--- config.mk ---
export PLATFORM = sky130hd
export DESIGN_NAME = mul_ctrl_flat
export DESIGN_NICKNAME = d
export VERILOG_FILES = /design/src/rtl/mul_ctrl_if.sv /design/src/rtl/mul_ctrl.sv /design/src/flat_wrapper.sv
export SDC_FILE = /design/constraint.sdc
export NUM_CORES = 1
export LEC_CHECK = 0
export BUFFER_PORTS_ARGS = -buffer_cell sky130_fd_sc_hd__buf_4
export CAP_MARGIN = 20
export CORE_ASPECT_RATIO = 0.9
export CORE_MARGIN = 2
export CORE_UTILIZATION = 46
export DETAILED_ROUTE_END_ITERATION = 8
export GPL_ROUTABILITY_DRIVEN = 0
export PLACE_DENSITY_LB_ADDON = 0.15
export RECOVER_POWER = 100
export SYNTH_ARGS = -nofsm -noshare
export SYNTH_HDL_FRONTEND = slang
export SYNTH_SLANG_ARGS = --single-unit
--- constraint.sdc ---
create_clock -name Mul_Ctrl_Clock -period 1.75 [get_ports Mul_Ctrl_Clock]
set_clock_uncertainty 0.05 [all_clocks]
set_input_delay 0.0875 -clock Mul_Ctrl_Clock [delete_from_list [all_inputs] [get_ports Mul_Ctrl_Clock]]
set_output_delay 0.0875 -clock Mul_Ctrl_Clock [all_outputs]
set_load 0.005 [all_outputs]
--- src/rtl/mul_ctrl_if.sv ---
// Handshake and Q-register bundle for the shift-add multiplier sequencer.
//
// Signals:
//   Mul_Ctrl_Start         request a multiply (sampled only while idle)
//   Mul_Ctrl_Multiplicand  operand B, captured on an accepted start
//   Mul_Ctrl_Multiplier    operand Q, forwarded to the Q register
//   Mul_Ctrl_Q_Lsb         LSB of the external multiplier shift register
//   Mul_Ctrl_Q_In          load data for the Q register
//   Mul_Ctrl_Q_Load        Q register load strobe
//   Mul_Ctrl_Q_Shift       Q register right-shift strobe
//   Mul_Ctrl_Busy          high whenever the sequencer is not idle
//   Mul_Ctrl_Done          one-cycle completion pulse
//   Mul_Ctrl_Product       2*WIDTH-bit result {A, P}
//
// Modports: master = requester plus Q register side, slave = mul_ctrl.
interface mul_ctrl_if #(
  parameter int WIDTH = 4
);
  logic                 Mul_Ctrl_Start;
  logic [WIDTH-1:0]     Mul_Ctrl_Multiplicand;
  logic [WIDTH-1:0]     Mul_Ctrl_Multiplier;
  logic                 Mul_Ctrl_Q_Lsb;
  logic [WIDTH-1:0]     Mul_Ctrl_Q_In;
  logic                 Mul_Ctrl_Q_Load;
  logic                 Mul_Ctrl_Q_Shift;
  logic                 Mul_Ctrl_Busy;
  logic                 Mul_Ctrl_Done;
  logic [2*WIDTH-1:0]   Mul_Ctrl_Product;

  modport master (
    output Mul_Ctrl_Start, Mul_Ctrl_Multiplicand, Mul_Ctrl_Multiplier, Mul_Ctrl_Q_Lsb,
    input  Mul_Ctrl_Q_In, Mul_Ctrl_Q_Load, Mul_Ctrl_Q_Shift, Mul_Ctrl_Busy,
           Mul_Ctrl_Done, Mul_Ctrl_Product
  );

  modport slave (
    input  Mul_Ctrl_Start, Mul_Ctrl_Multiplicand, Mul_Ctrl_Multiplier, Mul_Ctrl_Q_Lsb,
    output Mul_Ctrl_Q_In, Mul_Ctrl_Q_Load, Mul_Ctrl_Q_Shift, Mul_Ctrl_Busy,
           Mul_Ctrl_Done, Mul_Ctrl_Product
  );
endinterface

--- src/rtl/mul_ctrl.sv ---
// Sequencer and accumulator for a WIDTH-bit shift-add multiplier.
// Drives load/shift strobes of an external multiplier shift register,
// samples its LSB during each ADD step, and assembles the product {A, P}.
//
// Ports:
//   Mul_Ctrl_Clock  sole clock, rising edge
//   Mul_Ctrl_Reset  synchronous, active-high reset
//   bus             mul_ctrl_if.slave (start/done handshake, Q register controls,
//                   operands and product)
module mul_ctrl #(
  parameter int WIDTH = 4
) (
  input  logic     Mul_Ctrl_Clock,
  input  logic     Mul_Ctrl_Reset,
  mul_ctrl_if.slave bus
);

  localparam int CW = $clog2(WIDTH + 1);

  typedef enum logic [1:0] {
    IDLE  = 2'd0,
    ADD   = 2'd1,
    SHIFT = 2'd2,
    DONE  = 2'd3
  } state_t;

  state_t           state_reg;
  state_t           state_next;

  logic [WIDTH-1:0] b_reg;
  logic [WIDTH-1:0] a_reg;
  logic             c_reg;
  logic [WIDTH-1:0] p_reg;
  logic [CW-1:0]    cnt_reg;

  logic [WIDTH:0]   sum;
  logic             accept;
  logic             q_load;
  logic             q_shift;
  logic             busy;
  logic             done;

  assign sum = {1'b0, a_reg} + {1'b0, b_reg};

  // State register
  always_ff @(posedge Mul_Ctrl_Clock) begin
    if (Mul_Ctrl_Reset) begin
      state_reg <= IDLE;
    end else begin
      state_reg <= state_next;
    end
  end

  // Next-state and strobe decode. Strobes are gated by reset so the Q
  // register never moves while reset is held, whatever state we are in.
  always_comb begin
    state_next = state_reg;
    accept     = 1'b0;
    q_load     = 1'b0;
    q_shift    = 1'b0;
    busy       = 1'b0;
    done       = 1'b0;
    case (state_reg)
      IDLE: begin
        accept = bus.Mul_Ctrl_Start && !Mul_Ctrl_Reset;
        q_load = accept;
        if (bus.Mul_Ctrl_Start) begin
          state_next = ADD;
        end
      end
      ADD: begin
        busy       = !Mul_Ctrl_Reset;
        state_next = SHIFT;
      end
      SHIFT: begin
        busy       = !Mul_Ctrl_Reset;
        q_shift    = !Mul_Ctrl_Reset;
        state_next = (cnt_reg == CW'(1)) ? DONE : ADD;
      end
      DONE: begin
        busy       = !Mul_Ctrl_Reset;
        done       = !Mul_Ctrl_Reset;
        state_next = IDLE;
      end
      default: begin
        state_next = IDLE;
      end
    endcase
  end

  // Datapath: B/A/C/P/CNT
  always_ff @(posedge Mul_Ctrl_Clock) begin
    if (Mul_Ctrl_Reset) begin
      b_reg   <= '0;
      a_reg   <= '0;
      c_reg   <= 1'b0;
      p_reg   <= '0;
      cnt_reg <= '0;
    end else begin
      case (state_reg)
        IDLE: begin
          if (bus.Mul_Ctrl_Start) begin
            b_reg   <= bus.Mul_Ctrl_Multiplicand;
            a_reg   <= '0;
            c_reg   <= 1'b0;
            p_reg   <= '0;
            cnt_reg <= CW'(WIDTH);
          end
        end
        ADD: begin
          if (bus.Mul_Ctrl_Q_Lsb) begin
            {c_reg, a_reg} <= sum;
          end
        end
        SHIFT: begin
          // The carry becomes A's new MSB; A's LSB moves into P.
          a_reg   <= {c_reg, a_reg[WIDTH-1:1]};
          p_reg   <= {a_reg[0], p_reg[WIDTH-1:1]};
          c_reg   <= 1'b0;
          cnt_reg <= cnt_reg - CW'(1);
        end
        default: begin
        end
      endcase
    end
  end

  assign bus.Mul_Ctrl_Q_In     = bus.Mul_Ctrl_Multiplier;
  assign bus.Mul_Ctrl_Q_Load   = q_load;
  assign bus.Mul_Ctrl_Q_Shift  = q_shift;
  assign bus.Mul_Ctrl_Busy     = busy;
  assign bus.Mul_Ctrl_Done     = done;
  // Forced to zero while reset is held so the output is clean before the edge.
  assign bus.Mul_Ctrl_Product  = Mul_Ctrl_Reset ? '0 : {a_reg, p_reg};

endmodule
--- src/flat_wrapper.sv ---
// flat-port wrapper written by rule: the top's interface ports become plain ports
module mul_ctrl_flat 
#(
  parameter int WIDTH = 4
)
  (Mul_Ctrl_Clock, Mul_Ctrl_Reset, bus_Mul_Ctrl_Start, bus_Mul_Ctrl_Multiplicand, bus_Mul_Ctrl_Multiplier, bus_Mul_Ctrl_Q_Lsb, bus_Mul_Ctrl_Q_In, bus_Mul_Ctrl_Q_Load, bus_Mul_Ctrl_Q_Shift, bus_Mul_Ctrl_Busy, bus_Mul_Ctrl_Done, bus_Mul_Ctrl_Product);
  mul_ctrl_if #(.WIDTH(WIDTH)) bus_i ();
  input  logic Mul_Ctrl_Clock;
  input  logic Mul_Ctrl_Reset;
  input wire logic [$bits(bus_i.Mul_Ctrl_Start)-1:0] bus_Mul_Ctrl_Start;
  input wire logic [$bits(bus_i.Mul_Ctrl_Multiplicand)-1:0] bus_Mul_Ctrl_Multiplicand;
  input wire logic [$bits(bus_i.Mul_Ctrl_Multiplier)-1:0] bus_Mul_Ctrl_Multiplier;
  input wire logic [$bits(bus_i.Mul_Ctrl_Q_Lsb)-1:0] bus_Mul_Ctrl_Q_Lsb;
  output wire logic [$bits(bus_i.Mul_Ctrl_Q_In)-1:0] bus_Mul_Ctrl_Q_In;
  output wire logic [$bits(bus_i.Mul_Ctrl_Q_Load)-1:0] bus_Mul_Ctrl_Q_Load;
  output wire logic [$bits(bus_i.Mul_Ctrl_Q_Shift)-1:0] bus_Mul_Ctrl_Q_Shift;
  output wire logic [$bits(bus_i.Mul_Ctrl_Busy)-1:0] bus_Mul_Ctrl_Busy;
  output wire logic [$bits(bus_i.Mul_Ctrl_Done)-1:0] bus_Mul_Ctrl_Done;
  output wire logic [$bits(bus_i.Mul_Ctrl_Product)-1:0] bus_Mul_Ctrl_Product;
  assign bus_i.Mul_Ctrl_Start = bus_Mul_Ctrl_Start;
  assign bus_i.Mul_Ctrl_Multiplicand = bus_Mul_Ctrl_Multiplicand;
  assign bus_i.Mul_Ctrl_Multiplier = bus_Mul_Ctrl_Multiplier;
  assign bus_i.Mul_Ctrl_Q_Lsb = bus_Mul_Ctrl_Q_Lsb;
  assign bus_Mul_Ctrl_Q_In = bus_i.Mul_Ctrl_Q_In;
  assign bus_Mul_Ctrl_Q_Load = bus_i.Mul_Ctrl_Q_Load;
  assign bus_Mul_Ctrl_Q_Shift = bus_i.Mul_Ctrl_Q_Shift;
  assign bus_Mul_Ctrl_Busy = bus_i.Mul_Ctrl_Busy;
  assign bus_Mul_Ctrl_Done = bus_i.Mul_Ctrl_Done;
  assign bus_Mul_Ctrl_Product = bus_i.Mul_Ctrl_Product;
  mul_ctrl #(.WIDTH(WIDTH)) u_core (.Mul_Ctrl_Clock(Mul_Ctrl_Clock), .Mul_Ctrl_Reset(Mul_Ctrl_Reset), .bus(bus_i));
endmodule
==> run summary <==
die footprint -> 0.00277 mm^2
number of max-slew violations in the final report -> 0
antenna violations before repair -> 0
CP Max Fanout -> 6
Worst VDD drop -> 0.526 mV
number of iterations in the first detailed-routing pass -> 4
flop and latch count out of synthesis -> 18
nature of the critical path startpoint -> flop
routed vias -> 965
Largest delay share family, worst path -> buffers and inverters
width of the chip -> 55.3 um
hold_ws -> -2.23 ps
number of inserted diodes -> 0
post-synthesis share of cell area spent on full adders, half adders and majority gates -> 15.6%
Routed Wire Length -> 2400 um
clock slew seen by the registers of the worst setup and hold paths -> 110 ps
Hold Fails Final Rpt -> 1
CP cell instances -> inv_1 > ha_2 > buf_4 > nand2_1 > nor2_1 > buf_4
CP peak stage delay -> 360 ps
Leakage -> 0.572 nW
residual overflow from global routing -> 0
row cnt -> 16
Skew-Pair Late Insertion Delay -> 300 ps
kind of critical path -> flop to output port
global-route wire length before repair -> 4050 um
clock root cell -> sky130_fd_sc_hd__clkbuf_4
worst reg-to-reg setup slack -> 130 ps
violated checks -> negative hold slack
leading cell types by total area after synthesis -> sky130_fd_sc_hd__dfxtp_1, sky130_fd_sc_hd__ha_1, sky130_fd_sc_hd__nand3_1
proportion of synthesized area in mux cells -> 0%
library cell appearing most often on the critical path -> sky130_fd_sc_hd__buf_4
post-synth top area share -> 33.1%
simple-gate share of the synthesized area -> 25.5%
largest area contributor in the netlist -> sky130_fd_sc_hd__dfxtp_1
XOR/XNOR share of the synthesized area -> 0.805%
starting density of the core -> 49.4%
minimum period implied by the final worst setup slack -> 1660 ps
CTS H-tree depth -> 1
DR DRC count -> 0
area of the core -> 0.00220 mm^2
CP Data Arrival Time -> 1520 ps
worst slew margin relative to its limit -> 76.0%
drt wl/cell -> 13.0 um
number of global-route vias before repair -> 920
global-route total usage across every layer -> 18.3%
count of max-cap constraint violations -> 0
combined area of all synthesized cells -> 0.00109 mm^2
run status -> finished, violations left
Die Ht -> 50.2 um
combinational family with the most area after synthesis -> simple AND/OR/NAND/NOR gates
number of warnings reported in the yosys synthesis log -> 0
summed negative setup slack over all endpoints -> 0 ps
worst-margin pin slew -> 357 ps
fraction of final layout cells sized beyond drive strength 1 -> 24.2%
total power of the final layout -> 1.06 mW
most frequent cells in the layout -> sky130_fd_sc_hd__nand2_1, sky130_fd_sc_hd__buf_4, sky130_fd_sc_hd__dfxtp_1
layout-stage area growth over the synthesis result -> 22.0%
vias per cell -> 5.24
RSZ-0062 raised after global routing -> yes
count of distinct cell types in the synthesized netlist -> 30
launch point of the worst reg-to-reg path -> u_core.a_reg[0]
Critical Path End Type -> output port
FF-to-FF End -> u_core.a_reg[2]
terminating pin of the worst hold path -> u_core.b_reg[0]
total buffers and inverters traversed by the critical path -> 3
synthesized-area fraction occupied by ao, oa, aoi and oai cells -> 16.2%
maximum clock path buffer count -> 2
slowest cell on the critical path -> sky130_fd_sc_hd__dfxtp_2
largest net degree at the start of global routing -> 27
worst path required time -> 1610 ps
count of input and output buffers -> 19
CTS sink cnt -> 18
type of the tightest min-delay check -> input port to flop
Final #Nets -> 183
TritonCTS clock tree -> yes
synthesized area per cell -> 8.12 um^2
cells on worst reg2reg path -> 7
Setup Viol. Count Final -> 0
Synth Net Count -> 159
timing-limited maximum frequency -> 0.603 GHz
number of instances on the worst hold path -> 3
startpoint of the tightest hold check path -> bus_Mul_Ctrl_Multiplicand[0]
Starting DRT DRC Count -> 32
TritonCTS buffer count -> 3
post-detailed-placement half-perimeter wirelength -> 1730 um
antenna viol nets, final -> 0
cell area power density -> 799 mW/mm^2
Seq/Total Area, Yosys -> 33.1%
final cycle utilization of the critical path -> 94.8%
I/O pins -> 28
Cells after Synth -> 134
## synthesized netlist by cell type
library cell and instances:
sky130_fd_sc_hd__buf_6 1, sky130_fd_sc_hd__inv_1 11, sky130_fd_sc_hd__o211ai_1 1, sky130_fd_sc_hd__fa_1 1
sky130_fd_sc_hd__nor3_4 1, sky130_fd_sc_hd__a21oi_1 11, sky130_fd_sc_hd__xor2_1 1, sky130_fd_sc_hd__nor2b_1 8
sky130_fd_sc_hd__o21ai_0 6, sky130_fd_sc_hd__a31oi_1 1, sky130_fd_sc_hd__o22ai_1 2, sky130_fd_sc_hd__nor3_1 1
sky130_fd_sc_hd__clkbuf_1 2, sky130_fd_sc_hd__buf_2 1, sky130_fd_sc_hd__nand2_1 16, sky130_fd_sc_hd__nor2_1 8
sky130_fd_sc_hd__o21a_1 1, sky130_fd_sc_hd__a2bb2oi_1 1, sky130_fd_sc_hd__buf_4 4, sky130_fd_sc_hd__ha_1 12
sky130_fd_sc_hd__o2bb2ai_1 1, sky130_fd_sc_hd__nand3_1 13, sky130_fd_sc_hd__or3_1 1, sky130_fd_sc_hd__nor2b_4 1
sky130_fd_sc_hd__nand2b_1 4, sky130_fd_sc_hd__dfxtp_1 18, sky130_fd_sc_hd__and3_1 1, sky130_fd_sc_hd__a311oi_1 1
sky130_fd_sc_hd__a211oi_1 3, sky130_fd_sc_hd__a22o_1 1
## worst register-to-register path: cells and delay by family (launching register included)
kind,cells,cell delay (ps)
buf+inv,1,60
xor+xnor,1,170
fa+ha+maj,2,580
simple gates,1,90
compound gates,2,260
flops,1,360
## through the flow
stage                     utilization (%)  setup slack [ps]  hold slack (ps)  cells  instance area [um^2]
final                                60.3              91.8            -2.23    184                  1330
after global placement               56.7               101              125    177                  1250
after CTS                            59.8              15.9             6.15    184                  1320
after detailed placement             56.7              63.2              125    177                  1250
after global routing                 60.3             -7.82             4.95    184                  1330
after floorplan                         -               115              155    134                  1090
## power by group
part | switching (mW) | total, mW | internal (mW)
sequential | 0.0281 | 0.469 | 0.441
clock | 0.140 | 0.267 | 0.127
combinational | 0.181 | 0.325 | 0.144
## timing repair
| action | 4_1_cts | 5_1_grt |
|---|---|---|
| resized for setup | 1 | 7 |
| setup buffers | 0 | 0 |
| hold buffers | 3 | 0 |
| setup endpoints to repair | 2 | 8 |
| hold endpoints to repair | 3 | 0 |
## per-layer routing
| layer | global-route usage, % | vias up | routed length (um) |
|---|---|---|---|
| li1 | - | 494 | - |
| met1 | 24.6 | 444 | 1180 |
| met2 | 29.2 | 25 | 1070 |
| met3 | 3.61 | 2 | 133 |
| met4 | 7.32 | 0 | 12 |
| met5 | 0 | - | 0 |
## worst max-delay path by stage
stage	slack (ps)	to	cells after the start	from
after CTS	20	bus_Mul_Ctrl_Q_Load	6	u_core.state_reg[1]
after global placement	100	u_core.a_reg[1]	6	u_core.state_reg[0]
after global routing	-8	bus_Mul_Ctrl_Q_Load	6	u_core.state_reg[1]
final	90	bus_Mul_Ctrl_Q_Load	6	u_core.state_reg[1]
after floorplan	110	u_core.a_reg[0]	7	u_core.state_reg[0]
after detailed placement	60	u_core.a_reg[1]	6	u_core.state_reg[0]
## final cells by class
cell class | count | area (um^2)
clock buffer | 4 | 36.3
sequential | 18 | 365
inverter | 11 | 41.3
fill | 209 | 875
timing repair buffer | 27 | 210
multi-input combinational | 97 | 641
tap | 27 | 33.8
## logic make-up after synthesis
| kind of cell | after synthesis |
|---|---|
| and+or+nand+nor | 54 |
| AOI/OAI and AO/OA | 29 |
| buffers and inverters | 19 |
| DFF | 18 |
| adders and majority gates | 13 |
| xor gates and xnor gates | 1 |
(Power assumes the default switching activity.)
